--- config.mk ---
export PLATFORM = sky130hd
export DESIGN_NAME = mc_control_flat
export DESIGN_NICKNAME = d
export VERILOG_FILES = /design/src/rtl/mc_control_if.sv /design/src/rtl/mc_control.sv /design/src/flat_wrapper.sv
export SDC_FILE = /design/constraint.sdc
export NUM_CORES = 1
export LEC_CHECK = 0
export CORE_MARGIN = 4
export CORE_UTILIZATION = 31
export DETAILED_ROUTE_END_ITERATION = 16
export GPL_ROUTABILITY_DRIVEN = 0
export PLACE_DENSITY = 0.6
export SLEW_MARGIN = 25
export SYNTH_ARGS = -nofsm -noshare
export SYNTH_HDL_FRONTEND = slang
export SYNTH_SLANG_ARGS = --single-unit
--- constraint.sdc ---
create_clock -name clk -period 2.6 [get_ports clk]
set_clock_uncertainty 0.15 [all_clocks]
set_input_delay 0.52 -clock clk [delete_from_list [all_inputs] [get_ports clk]]
set_output_delay 0.52 -clock clk [all_outputs]
set_load 0.01 [all_outputs]
--- src/rtl/mc_control_if.sv ---
// ---------------------------------------------------------------------------
// mc_control_if
// Bundle between the multicycle control FSM and the MIPS datapath/ALU.
//   master : the control FSM (drives ALU op, mux selects, write enables;
//            receives the IR contents and the ALU result LSB)
//   slave  : the datapath side (the mirror image)
// Signals:
//   inst       32  instruction held in IR
//   alu_lsb     1  alu_result[0], branch condition
//   mem_ready   1  memory handshake, present only with MC_MEM_WAIT_EN
//   alu_funct   4  ALU operation
//   alu_src_a   1  0=PC, 1=rs
//   alu_src_b   2  0=rt, 1=4, 2=extended imm, 3=sext(imm)<<2
//   ext_zero    1  zero-extend immediate
//   pc_src      2  0=ALU, 1=ALUOut, 2=jump target, 3=rs
//   pc_write, ir_write, mem_read, mem_write, reg_write  enables
//   iord        1  0=PC address, 1=ALUOut address
//   reg_dst     2  0=rt, 1=rd, 2=link register
//   wb_sel      2  0=ALUOut, 1=MDR, 2=PC
// Optional macro: MC_MEM_WAIT_EN adds mem_ready.
// ---------------------------------------------------------------------------
interface mc_control_if;
    logic [31:0] inst;
    logic        alu_lsb;
`ifdef MC_MEM_WAIT_EN
    logic        mem_ready;
`endif
    logic [3:0]  alu_funct;
    logic        alu_src_a;
    logic [1:0]  alu_src_b;
    logic        ext_zero;
    logic [1:0]  pc_src;
    logic        pc_write;
    logic        ir_write;
    logic        mem_read;
    logic        mem_write;
    logic        iord;
    logic        reg_write;
    logic [1:0]  reg_dst;
    logic [1:0]  wb_sel;

`ifdef MC_MEM_WAIT_EN
    modport master (
        input  inst, alu_lsb, mem_ready,
        output alu_funct, alu_src_a, alu_src_b, ext_zero, pc_src, pc_write,
               ir_write, mem_read, mem_write, iord, reg_write, reg_dst, wb_sel
    );
    modport slave (
        output inst, alu_lsb, mem_ready,
        input  alu_funct, alu_src_a, alu_src_b, ext_zero, pc_src, pc_write,
               ir_write, mem_read, mem_write, iord, reg_write, reg_dst, wb_sel
    );
`else
    modport master (
        input  inst, alu_lsb,
        output alu_funct, alu_src_a, alu_src_b, ext_zero, pc_src, pc_write,
               ir_write, mem_read, mem_write, iord, reg_write, reg_dst, wb_sel
    );
    modport slave (
        output inst, alu_lsb,
        input  alu_funct, alu_src_a, alu_src_b, ext_zero, pc_src, pc_write,
               ir_write, mem_read, mem_write, iord, reg_write, reg_dst, wb_sel
    );
`endif
endinterface

--- src/rtl/mc_control.sv ---
// ---------------------------------------------------------------------------
// mc_control
// Multicycle MIPS control FSM: FETCH -> DECODE -> EXEC -> MEM -> WB.
// Decodes the instruction in IR, drives the ALU op and every datapath
// select/enable combinationally from the current state and instruction,
// and counts retired instructions.
// Ports:
//   clk      in   clock, rising edge
//   rst      in   synchronous active-high reset
//   bus      if   mc_control_if.master (datapath controls, inst, alu_lsb)
//   illegal  out  one-cycle pulse in DECODE for an unsupported instruction
//   retired  out  retired-instruction count, wraps modulo 2^CNT_W
//   state    out  current state code, for debug
// Optional macro: MC_MEM_WAIT_EN -- FETCH and MEM wait for bus.mem_ready.
// ---------------------------------------------------------------------------
`ifndef ALU_ADDU
`define ALU_ADDU 4'd0
`define ALU_SUBU 4'd1
`define ALU_AND  4'd2
`define ALU_OR   4'd3
`define ALU_XOR  4'd4
`define ALU_NOR  4'd5
`define ALU_SLT  4'd6
`define ALU_SLTU 4'd7
`define ALU_SLL  4'd8
`define ALU_SRL  4'd9
`define ALU_SRA  4'd10
`define ALU_LUI  4'd11
`define ALU_EQ   4'd12
`define ALU_NEQ  4'd13
`endif

module mc_control #(
    parameter int          CNT_W    = 32,
    parameter logic [4:0]  LINK_REG = 5'd31
) (
    input  logic              clk,
    input  logic              rst,
    mc_control_if.master      bus,
    output logic              illegal,
    output logic [CNT_W-1:0]  retired,
    output logic [2:0]        state
);

    typedef enum logic [2:0] {
        S_FETCH  = 3'd0,
        S_DECODE = 3'd1,
        S_EXEC   = 3'd2,
        S_MEM    = 3'd3,
        S_WB     = 3'd4
    } state_t;

    state_t             r_state;
    state_t             w_next;
    logic [CNT_W-1:0]   r_retired;

    logic [5:0] w_op;
    logic [5:0] w_fn;
    logic       w_mem_ready;

    // Instruction classes
    logic       w_is_r, w_is_jr, w_is_j, w_is_jal, w_is_br;
    logic       w_is_ialu, w_is_lw, w_is_sw, w_legal, w_zext;
    logic [3:0] w_r_funct, w_i_funct, w_br_funct;

    // Datapath controls
    logic [3:0] w_alu_funct;
    logic       w_alu_src_a, w_ext_zero, w_iord;
    logic [1:0] w_alu_src_b, w_pc_src, w_reg_dst, w_wb_sel;
    logic       w_pc_write, w_ir_write, w_mem_read, w_mem_write, w_reg_write;
    logic       w_illegal, w_retire;

    // The link register number is applied by the datapath's reg_dst=2 leg;
    // rs/rt/rd/shamt/imm/target are consumed by the datapath, not here.
    logic       w_unused;
    assign w_unused = ^{LINK_REG, bus.inst[25:6]};

    assign w_op = bus.inst[31:26];
    assign w_fn = bus.inst[5:0];

`ifdef MC_MEM_WAIT_EN
    assign w_mem_ready = bus.mem_ready;
`else
    assign w_mem_ready = 1'b1;
`endif

    always_comb begin
        w_is_r     = 1'b0;
        w_is_jr    = 1'b0;
        w_is_j     = 1'b0;
        w_is_jal   = 1'b0;
        w_is_br    = 1'b0;
        w_is_ialu  = 1'b0;
        w_is_lw    = 1'b0;
        w_is_sw    = 1'b0;
        w_zext     = 1'b0;
        w_r_funct  = `ALU_ADDU;
        w_i_funct  = `ALU_ADDU;
        w_br_funct = `ALU_EQ;
        case (w_op)
            6'h00: begin
                case (w_fn)
                    6'h00: begin w_is_r = 1'b1; w_r_funct = `ALU_SLL;  end
                    6'h02: begin w_is_r = 1'b1; w_r_funct = `ALU_SRL;  end
                    6'h03: begin w_is_r = 1'b1; w_r_funct = `ALU_SRA;  end
                    6'h08: w_is_jr = 1'b1;
                    6'h20,
                    6'h21: begin w_is_r = 1'b1; w_r_funct = `ALU_ADDU; end
                    6'h22,
                    6'h23: begin w_is_r = 1'b1; w_r_funct = `ALU_SUBU; end
                    6'h24: begin w_is_r = 1'b1; w_r_funct = `ALU_AND;  end
                    6'h25: begin w_is_r = 1'b1; w_r_funct = `ALU_OR;   end
                    6'h26: begin w_is_r = 1'b1; w_r_funct = `ALU_XOR;  end
                    6'h27: begin w_is_r = 1'b1; w_r_funct = `ALU_NOR;  end
                    6'h2A: begin w_is_r = 1'b1; w_r_funct = `ALU_SLT;  end
                    6'h2B: begin w_is_r = 1'b1; w_r_funct = `ALU_SLTU; end
                    default: ;
                endcase
            end
            6'h02: w_is_j   = 1'b1;
            6'h03: w_is_jal = 1'b1;
            6'h04: begin w_is_br = 1'b1; w_br_funct = `ALU_EQ;  end
            6'h05: begin w_is_br = 1'b1; w_br_funct = `ALU_NEQ; end
            6'h09: begin w_is_ialu = 1'b1; w_i_funct = `ALU_ADDU; end
            6'h0A: begin w_is_ialu = 1'b1; w_i_funct = `ALU_SLT;  end
            6'h0B: begin w_is_ialu = 1'b1; w_i_funct = `ALU_SLTU; end
            6'h0C: begin w_is_ialu = 1'b1; w_i_funct = `ALU_AND; w_zext = 1'b1; end
            6'h0D: begin w_is_ialu = 1'b1; w_i_funct = `ALU_OR;  w_zext = 1'b1; end
            6'h0E: begin w_is_ialu = 1'b1; w_i_funct = `ALU_XOR; w_zext = 1'b1; end
            6'h0F: begin w_is_ialu = 1'b1; w_i_funct = `ALU_LUI;  end
            6'h23: w_is_lw = 1'b1;
            6'h2B: w_is_sw = 1'b1;
            default: ;
        endcase
    end

    assign w_legal = w_is_r | w_is_jr | w_is_j | w_is_jal | w_is_br |
                     w_is_ialu | w_is_lw | w_is_sw;

    always_comb begin
        w_next      = S_FETCH;
        w_alu_funct = `ALU_ADDU;
        w_alu_src_a = 1'b0;
        w_alu_src_b = 2'd0;
        w_ext_zero  = 1'b0;
        w_pc_src    = 2'd0;
        w_pc_write  = 1'b0;
        w_ir_write  = 1'b0;
        w_mem_read  = 1'b0;
        w_mem_write = 1'b0;
        w_iord      = 1'b0;
        w_reg_write = 1'b0;
        w_reg_dst   = 2'd0;
        w_wb_sel    = 2'd0;
        w_illegal   = 1'b0;
        w_retire    = 1'b0;
        case (r_state)
            S_FETCH: begin
                // Read IR and advance PC by 4 in the same cycle; while
                // memory stalls, the PC load is held off so it happens once.
                w_mem_read  = 1'b1;
                w_ir_write  = 1'b1;
                w_alu_src_b = 2'd1;
                w_pc_write  = w_mem_ready;
                w_next      = w_mem_ready ? S_DECODE : S_FETCH;
            end
            S_DECODE: begin
                // Branch target computed speculatively for EXEC.
                w_alu_src_b = 2'd3;
                if (!w_legal) begin
                    w_illegal = 1'b1;
                end else if (w_is_j || w_is_jal) begin
                    w_pc_src   = 2'd2;
                    w_pc_write = 1'b1;
                    w_retire   = 1'b1;
                    if (w_is_jal) begin
                        w_reg_write = 1'b1;
                        w_reg_dst   = 2'd2;
                        w_wb_sel    = 2'd2;
                    end
                end else begin
                    w_next = S_EXEC;
                end
            end
            S_EXEC: begin
                if (w_is_r) begin
                    w_alu_src_a = 1'b1;
                    w_alu_funct = w_r_funct;
                    w_next      = S_WB;
                end else if (w_is_jr) begin
                    w_alu_src_a = 1'b1;
                    w_pc_src    = 2'd3;
                    w_pc_write  = 1'b1;
                    w_retire    = 1'b1;
                end else if (w_is_ialu) begin
                    w_alu_src_a = 1'b1;
                    w_alu_src_b = 2'd2;
                    w_alu_funct = w_i_funct;
                    w_ext_zero  = w_zext;
                    w_next      = S_WB;
                end else if (w_is_lw || w_is_sw) begin
                    w_alu_src_a = 1'b1;
                    w_alu_src_b = 2'd2;
                    w_next      = S_MEM;
                end else if (w_is_br) begin
                    // ALUOut still holds the target from DECODE.
                    w_alu_src_a = 1'b1;
                    w_alu_funct = w_br_funct;
                    w_pc_src    = 2'd1;
                    w_pc_write  = bus.alu_lsb;
                    w_retire    = 1'b1;
                end
            end
            S_MEM: begin
                w_iord = 1'b1;
                if (w_is_lw) begin
                    w_mem_read = 1'b1;
                    w_next     = w_mem_ready ? S_WB : S_MEM;
                end else if (w_is_sw) begin
                    w_mem_write = 1'b1;
                    w_retire    = w_mem_ready;
                    w_next      = w_mem_ready ? S_FETCH : S_MEM;
                end
            end
            S_WB: begin
                w_reg_write = 1'b1;
                w_reg_dst   = w_is_r  ? 2'd1 : 2'd0;
                w_wb_sel    = w_is_lw ? 2'd1 : 2'd0;
                w_retire    = 1'b1;
            end
            default: ;
        endcase
        // Reset abandons any instruction in flight without side effects.
        if (rst) begin
            w_pc_write  = 1'b0;
            w_ir_write  = 1'b0;
            w_mem_read  = 1'b0;
            w_mem_write = 1'b0;
            w_reg_write = 1'b0;
            w_illegal   = 1'b0;
            w_retire    = 1'b0;
        end
    end

    always_ff @(posedge clk) begin
        if (rst) begin
            r_state   <= S_FETCH;
            r_retired <= '0;
        end else begin
            r_state <= w_next;
            if (w_retire) begin
                r_retired <= r_retired + {{(CNT_W-1){1'b0}}, 1'b1};
            end
        end
    end

    assign bus.alu_funct = w_alu_funct;
    assign bus.alu_src_a = w_alu_src_a;
    assign bus.alu_src_b = w_alu_src_b;
    assign bus.ext_zero  = w_ext_zero;
    assign bus.pc_src    = w_pc_src;
    assign bus.pc_write  = w_pc_write;
    assign bus.ir_write  = w_ir_write;
    assign bus.mem_read  = w_mem_read;
    assign bus.mem_write = w_mem_write;
    assign bus.iord      = w_iord;
    assign bus.reg_write = w_reg_write;
    assign bus.reg_dst   = w_reg_dst;
    assign bus.wb_sel    = w_wb_sel;

    assign illegal = w_illegal;
    assign retired = r_retired;
    assign state   = r_state;

endmodule

--- src/flat_wrapper.sv ---
// flat-port wrapper written by rule: the top's interface ports become plain ports
module mc_control_flat 
#(
    parameter int          CNT_W    = 32,
    parameter logic [4:0]  LINK_REG = 5'd31
)
  (clk, rst, illegal, retired, state, bus_inst, bus_alu_lsb, bus_alu_funct, bus_alu_src_a, bus_alu_src_b, bus_ext_zero, bus_pc_src, bus_pc_write, bus_ir_write, bus_mem_read, bus_mem_write, bus_iord, bus_reg_write, bus_reg_dst, bus_wb_sel);
  mc_control_if bus_i ();
  input  logic clk;
  input  logic rst;
  output logic illegal;
  output logic [CNT_W-1:0] retired;
  output logic [2:0] state;
  input wire logic [$bits(bus_i.inst)-1:0] bus_inst;
  input wire logic [$bits(bus_i.alu_lsb)-1:0] bus_alu_lsb;
  output wire logic [$bits(bus_i.alu_funct)-1:0] bus_alu_funct;
  output wire logic [$bits(bus_i.alu_src_a)-1:0] bus_alu_src_a;
  output wire logic [$bits(bus_i.alu_src_b)-1:0] bus_alu_src_b;
  output wire logic [$bits(bus_i.ext_zero)-1:0] bus_ext_zero;
  output wire logic [$bits(bus_i.pc_src)-1:0] bus_pc_src;
  output wire logic [$bits(bus_i.pc_write)-1:0] bus_pc_write;
  output wire logic [$bits(bus_i.ir_write)-1:0] bus_ir_write;
  output wire logic [$bits(bus_i.mem_read)-1:0] bus_mem_read;
  output wire logic [$bits(bus_i.mem_write)-1:0] bus_mem_write;
  output wire logic [$bits(bus_i.iord)-1:0] bus_iord;
  output wire logic [$bits(bus_i.reg_write)-1:0] bus_reg_write;
  output wire logic [$bits(bus_i.reg_dst)-1:0] bus_reg_dst;
  output wire logic [$bits(bus_i.wb_sel)-1:0] bus_wb_sel;
  assign bus_i.inst = bus_inst;
  assign bus_i.alu_lsb = bus_alu_lsb;
  assign bus_alu_funct = bus_i.alu_funct;
  assign bus_alu_src_a = bus_i.alu_src_a;
  assign bus_alu_src_b = bus_i.alu_src_b;
  assign bus_ext_zero = bus_i.ext_zero;
  assign bus_pc_src = bus_i.pc_src;
  assign bus_pc_write = bus_i.pc_write;
  assign bus_ir_write = bus_i.ir_write;
  assign bus_mem_read = bus_i.mem_read;
  assign bus_mem_write = bus_i.mem_write;
  assign bus_iord = bus_i.iord;
  assign bus_reg_write = bus_i.reg_write;
  assign bus_reg_dst = bus_i.reg_dst;
  assign bus_wb_sel = bus_i.wb_sel;
  mc_control #(.CNT_W(CNT_W), .LINK_REG(LINK_REG)) u_core (.clk(clk), .rst(rst), .bus(bus_i), .illegal(illegal), .retired(retired), .state(state));
endmodule
Word level (Yosys, flattened, before mapping)
Index checks and enable logic that the tools add are counted.
- memories: 0
- bits in latches: 0
- RAM bits: 0
- bits in registers: 35
- ROM bits: 0
- $add $sub $neg: 1
- equality and inequality tests: 30
- mux-type cells: 92
- bitwise logic cells: 7
- divide/modulo/power cells: 0
- order comparisons: 0
- shifts and indexed selects: 0
- $mul: 0
- reduce and logical (&&, ||, !) cells: 10
- operator list (kind ; number):
    6-bit equality test, second input constant ; 12
    1-bit two-way mux ; 54
    6-bit by 4-bit equality test with 1-bit output, second input constant ; 8
    4-bit one-hot mux with 10 select lines ; 1
    32-bit by 1-bit adder with 32-bit output, second input constant ; 1
    2-bit two-way mux ; 15
    4-bit two-way mux ; 7
    6-bit by 2-bit equality test with 1-bit output, second input constant ; 4
    4-bit one-hot mux with 6 select lines ; 1
    3-bit two-way mux ; 5
    13-bit OR reduction ; 1
    6-bit by 3-bit equality test with 1-bit output, second input constant ; 2
    6-bit zero test ; 2
    2-bit one-hot mux with 2 select lines ; 3
    3-bit one-hot mux with 4 select lines ; 1
    1-bit OR ; 7
    7-bit OR reduction ; 1
    3-bit by 2-bit equality test with 1-bit output, second input constant ; 2
    2-bit one-hot mux with 3 select lines ; 1
    1-bit one-hot mux with 2 select lines ; 2
    1-bit one-hot mux with 4 select lines ; 1
    2-bit OR reduction ; 2
    3-bit by 1-bit equality test with 1-bit output, second input constant ; 1
    3-bit equality test, second input constant ; 1
    other kinds (4) ; 5

Longest topological paths before layout
- word-level depth: 14
- mapped depth: 8
- gate-level depth less buffers: 7

Worst setup path before layout
OpenSTA, ideal clock, no wires.
- path kind: input -> output
- start: in bus_inst[27]
- end: out bus_pc_write
- cell stages on the path: 7
- arrival: 1.869 ns
- path buffers: 2
- setup slack: 0.061 ns
- data required time: 1.930 ns
- path through: buf_4 -> nor3_1 -> nand4_1 -> a21oi_4 -> buf_2 -> a31oi_1 -> o21bai_1
- word-level cells in the longest chain between the ends: 12
- elaborated cells between the ends (all ways): 42
- classes of those cells: eq/ne: 13; mux: 17; bitwise: 7; reduce/logical: 5
- RTL lines (element ; RTL line ; RTL):
    from (decl) ; flat_wrapper.sv:14 ; input wire logic [$bits(bus_i.inst)-1:0] bus_inst;
    6-bit zero test ; mc_control.sv:100 ; case (w_op)
    1-bit two-way mux ; mc_control.sv:100 ;
    1-bit OR (5 in series) ; mc_control.sv:137 ; assign w_legal = w_is_r | w_is_jr | w_is_j | w_is_jal | w_is_br |
    1-bit OR (2 in series) ; mc_control.sv:138 ; w_is_ialu | w_is_lw | w_is_sw;
    1-bit two-way mux ; mc_control.sv:170 ; if (!w_legal) begin
    1-bit one-hot mux with 3 select lines * ; mc_control.sv:157 ; case (r_state)
    1-bit two-way mux * ; mc_control.sv:234 ; if (rst) begin
    to (decl) ; flat_wrapper.sv:21 ; output wire logic [$bits(bus_i.pc_write)-1:0] bus_pc_write;
Every way passes the cells marked *; elsewhere a longest branch is shown, timed or not.

Worst setup path after layout
- start: in bus_inst[31]
- end: out bus_alu_funct[1]
- word-level cells in the longest chain between the ends: 8
- elaborated cells between the ends (all ways): 24
- classes of those cells: eq/ne: 9; mux: 12; reduce/logical: 3
- RTL lines (element ; RTL line ; RTL):
    6-bit equality test ; mc_control.sv:100 ;
    1-bit two-way mux ; mc_control.sv:100 ;
    1-bit logical OR ; mc_control.sv:201 ; end else if (w_is_lw || w_is_sw) begin
    4-bit two-way mux ; mc_control.sv:201 ;
    4-bit two-way mux ; mc_control.sv:195 ; end else if (w_is_ialu) begin
    4-bit two-way mux ; mc_control.sv:190 ; end else if (w_is_jr) begin
    4-bit two-way mux * ; mc_control.sv:186 ; if (w_is_r) begin
    4-bit two-way mux * ; mc_control.sv:157 ;
    to (decl) ; flat_wrapper.sv:16 ; output wire logic [$bits(bus_i.alu_funct)-1:0] bus_alu_funct;
Marked as above.

==> metrics.md <==
| Metric | Value |
|---|---|
| Status | `complete, no violations` |
| Maximum fanout along the worst path | `5` |
| Mapped Cells | `288` |
| DR WL/cell | `14.6 um` |
| Largest net degree at the start of global routing | `33` |
| CP max stage cell | `nor3_4` |
| Worst-path cell chain | `buf_2 -> nor3_4 -> buf_4 -> nand2_1 -> nor2_2 -> nand2_1 -> buf_4 -> nor3_2 -> o21a_1 -> buf_2` |
| Sw Share | `25.4%` |
| Pint | `804 uW` |
| Clock transition at path regs | `0.06 ns` |
| Post-synth EDFFs | `0` |
| Power Dens Cells | `299 nW/um2` |
| Diode count | `0` |
| Setup_tns | `0 ns` |
| Sequential Power Share | `50.3%` |
| Synthesized area | `2200 um2` |
| Proportion of layout cells with a drive suffix above 1 | `29.6%` |
| Clk_lat worst skew | `0.28 ns` |
| Clk sink count | `35` |
| Max clock buf depth | `2` |
| WS Path Type | `in2out` |
| Fraction of the mapped netlist area in adder cells | `0.568%` |
| Synth Flop Type | `dfxtp_1` |
| Yosys cell types | `47` |
| Post-DRT Antenna Nets | `0` |
| Combinational Power Share | `16.2%` |
| Gr usage total | `17.0%` |
| FF-to-FF End | `u_core.retired[14]` |
| Final setup fails | `0` |
| Largest family of logic cells by synthesized area | `simple AND/OR/NAND/NOR gates` |
| CP max stage delay | `0.22 ns` |
| # rows | `30` |
| Final WL | `7.40 mm` |
| Full die area | `8520 um2` |
| R2R depth | `10` |
| Worst hold stages | `2` |
| Drt via density | `5.02` |
| Post-synthesis simple-gate area fraction | `32.7%` |
| Inst Count DP | `488` |
| Max VDD drop | `291 uV` |
| Port Buffers | `70` |
| Req. time, crit path | `1.93 ns` |
| Reg-to-reg critical path startpoint | `u_core.state[1]` |
| Max frequency | `395 MHz` |
| Max cap viols | `0` |
| Via Count | `2549` |
| Initial core utilization | `32.2%` |
| WP buf/inv | `4` |
| CTS root buf | `clkbuf_8` |
| Pre-CTS WS | `-0.733 ns` |
| Clock power frac | `33.5%` |
| Worst setup EP type | `primary output` |
| Global-route wire length before repair | `11.9 mm` |
| Max H-tree Level | `2` |
| Fin. Hold Viols | `0` |
| Net load switching power | `274 uW` |
| Worst Hold Class | `reg2reg` |
| Period utilization | `97.5%` |
| First-pass DRT Iterations | `4` |
| Worst slew pin tran | `0.378 ns` |
| Number of buffers created by CTS | `5` |
| Critical path arrival | `1.86 ns` |
| Die Wd | `92.3 um` |
| Synthesis Warnings | `0` |
| CTS tree | `done` |
| Layout net count | `449` |
| Post-synthesis mux area share | `0.455%` |
| Vias in the first global route | `2431` |
| Avg Inst Size Synth | `7.65 um2` |
| Fill cell count | `649` |
| FF-to-FF setup slack | `0.24 ns` |
| Hold path startpoint | `u_core.retired[31]` |
| Syn Nets | `324` |
| Core area | `6830 um2` |
| XOR/XNOR Fraction of Synth Area | `9.55%` |
| Die height | `92.3 um` |
| Area growth from synthesis to layout | `63.8%` |
| Synth Register Bits | `35` |
| Max transition margin | `74.8%` |
| Multi-input logic area | `1540 um2` |
| Fin crit period | `2.53 ns` |
| Worst setup margin | `0.0659 ns` |
| FF+latch area | `702 um2` |
| GRT Residual Overflow | `0` |
| Async SR Flop Fraction | `0%` |
| Hold buffers post-CTS | `0` |
| Register area share after synthesis | `31.8%` |
| Post-DP HPWL | `5.39 mm` |
| Ports | `91` |
| Synth Area in Compound Gates | `20.1%` |
| Layout Cells excl Fill | `508` |
| Number of antenna violations at the first check in global routing | `0` |
| CP Launch Type | `input pin` |
| Leak pwr | `0.00141 uW` |
| Design Power | `1080 uW` |
| Residual DRC | `0` |
| Worst Hold Path EP | `u_core.retired[31]` |
| Slew Viols, Final | `0` |
| Family with the most delay on the worst path | `simple AND/OR/NAND/NOR gates` |
| Iteration-0 DRC Markers | `145` |
[what timing repair did]
action,CTS,global route
endpoints found under the setup margin,49,23
gates cloned,0,1
buffers inserted,9,4
gates resized for setup,93,30
pin swaps,17,10
[stage by stage]
stage                     util (%)  hold WS [ns]  cell area (um2)
after global routing          52.8         0.390             3610
final                         52.8         0.333             3610
after CTS                     51.6         0.339             3530
after floorplan                  -         0.352             2200
after global placement        48.8         0.325             3330
after detailed placement      48.8         0.332             3330
[cells in the mapped netlist (2+ instances only)]
| cell type | number | share of area (%) |
|---|---|---|
| and3_1 | 8 | 2.3 |
| o2111ai_1 | 9 | 3.6 |
| and4_1 | 4 | 1.6 |
| nor3_1 | 9 | 2.0 |
| a21oi_1 | 18 | 4.1 |
| nand2_1 | 21 | 3.6 |
| o21bai_1 | 2 | 0.68 |
| o31ai_1 | 2 | 0.68 |
| nor2b_1 | 3 | 0.85 |
| o22ai_1 | 2 | 0.57 |
| nor2_1 | 42 | 7.2 |
| o211ai_2 | 2 | 1.1 |
| dfxtp_1 | 35 | 32 |
| buf_4 | 2 | 0.68 |
| nor3b_1 | 2 | 0.68 |
| nand4b_1 | 2 | 0.80 |
| and2_1 | 6 | 1.7 |
| or3_1 | 7 | 2.0 |
| or4_1 | 2 | 0.68 |
| buf_2 | 8 | 1.8 |
| nand2b_1 | 8 | 2.3 |
| nand4_1 | 3 | 0.85 |
| inv_1 | 5 | 0.85 |
| nor4_1 | 2 | 0.57 |
| nand3_1 | 7 | 1.6 |
| o21a_1 | 3 | 1.0 |
| o21ai_0 | 12 | 2.7 |
| clkbuf_1 | 9 | 1.5 |
| nand3b_1 | 2 | 0.68 |
| o211ai_1 | 5 | 1.7 |
| o21ai_1 | 5 | 1.1 |
| a31oi_1 | 3 | 0.85 |
| xor2_1 | 23 | 9.1 |
| nor3_2 | 2 | 0.91 |
[power groups by stage]
stage	combinational [uW]	clock [uW]	sequential (uW)
after floorplan	58.5	0	554
after global placement	159	0	553
after detailed placement	160	0	553
after CTS	167	371	541
after global routing	190	388	542
final	175	361	542
[metal layers]
layer,track usage [%],vias to the layer above,routed length [um]
met4,3.09,0,53
li1,-,1281,-
met2,28.4,65,3580
met5,0,-,0
met1,22.4,1198,3330
met3,4.35,5,430
[worst register-to-register path, cell delays in order, from the launching register on]
cell	delay, ns
dfxtp_1	0.32
buf_4	0.16
nor2b_2	0.14
nand4b_1	0.16
buf_4	0.18
a21oi_4	0.16
buf_6	0.14
buf_12	0.13
nor2_2	0.06
or4b_1	0.51
a21oi_1	0.16
[worst max path at each step]
| stage | slack, ns | from | cells past startpoint | end |
|---|---|---|---|---|
| final | 0.07 | bus_inst[31] | 10 | bus_alu_funct[1] |
| after global routing | -0.008 | bus_inst[31] | 10 | bus_alu_funct[1] |
| after CTS | 0.006 | bus_inst[26] | 9 | bus_reg_write |
| after detailed placement | -0.73 | bus_inst[27] | 8 | bus_alu_funct[1] |
| after global placement | -0.69 | bus_inst[28] | 8 | bus_alu_funct[1] |
| after floorplan | 0.06 | bus_inst[27] | 7 | bus_pc_write |
[final cells by class]
class / count / share of cell area, %
clock buffers: 6 / 2.01
inverters: 5 / 0.520
multi-input cells: 229 / 42.8
flip-flops and latches: 35 / 19.5
well taps: 96 / 3.33
repair buffers: 137 / 31.9
[cell usage in the layout, fill, tap and decap left out, types with 6 or more instances in the layout]
master	instances
a21oi_1	16
and3_1	8
buf_2	12
buf_4	63
clkdlybuf4s50_1	39
dfxtp_1	34
dlygate4sd2_1	9
nand2_1	21
nand2b_1	7
nand3_1	7
nor2_1	38
o2111ai_1	9
o21ai_0	11
o21ai_1	6
or3_1	6
xor2_1	23
[logic make-up (layout without fill, tap and decap cells)]
group,after synthesis,count (layout)
buffers and inverters,24,148
xor gates and xnor gates,24,24
and+or+nand+nor,136,136
adders and majority gates,1,1
DFF,35,35
muxes,1,1
AOI/OAI and AO/OA,67,67
[state kept, by name (all words and copies together), names as in the netlist]
signal / cells
u_core.retired: 32
u_core.state: 3
Note: power is estimated with default switching activity, not from simulation.
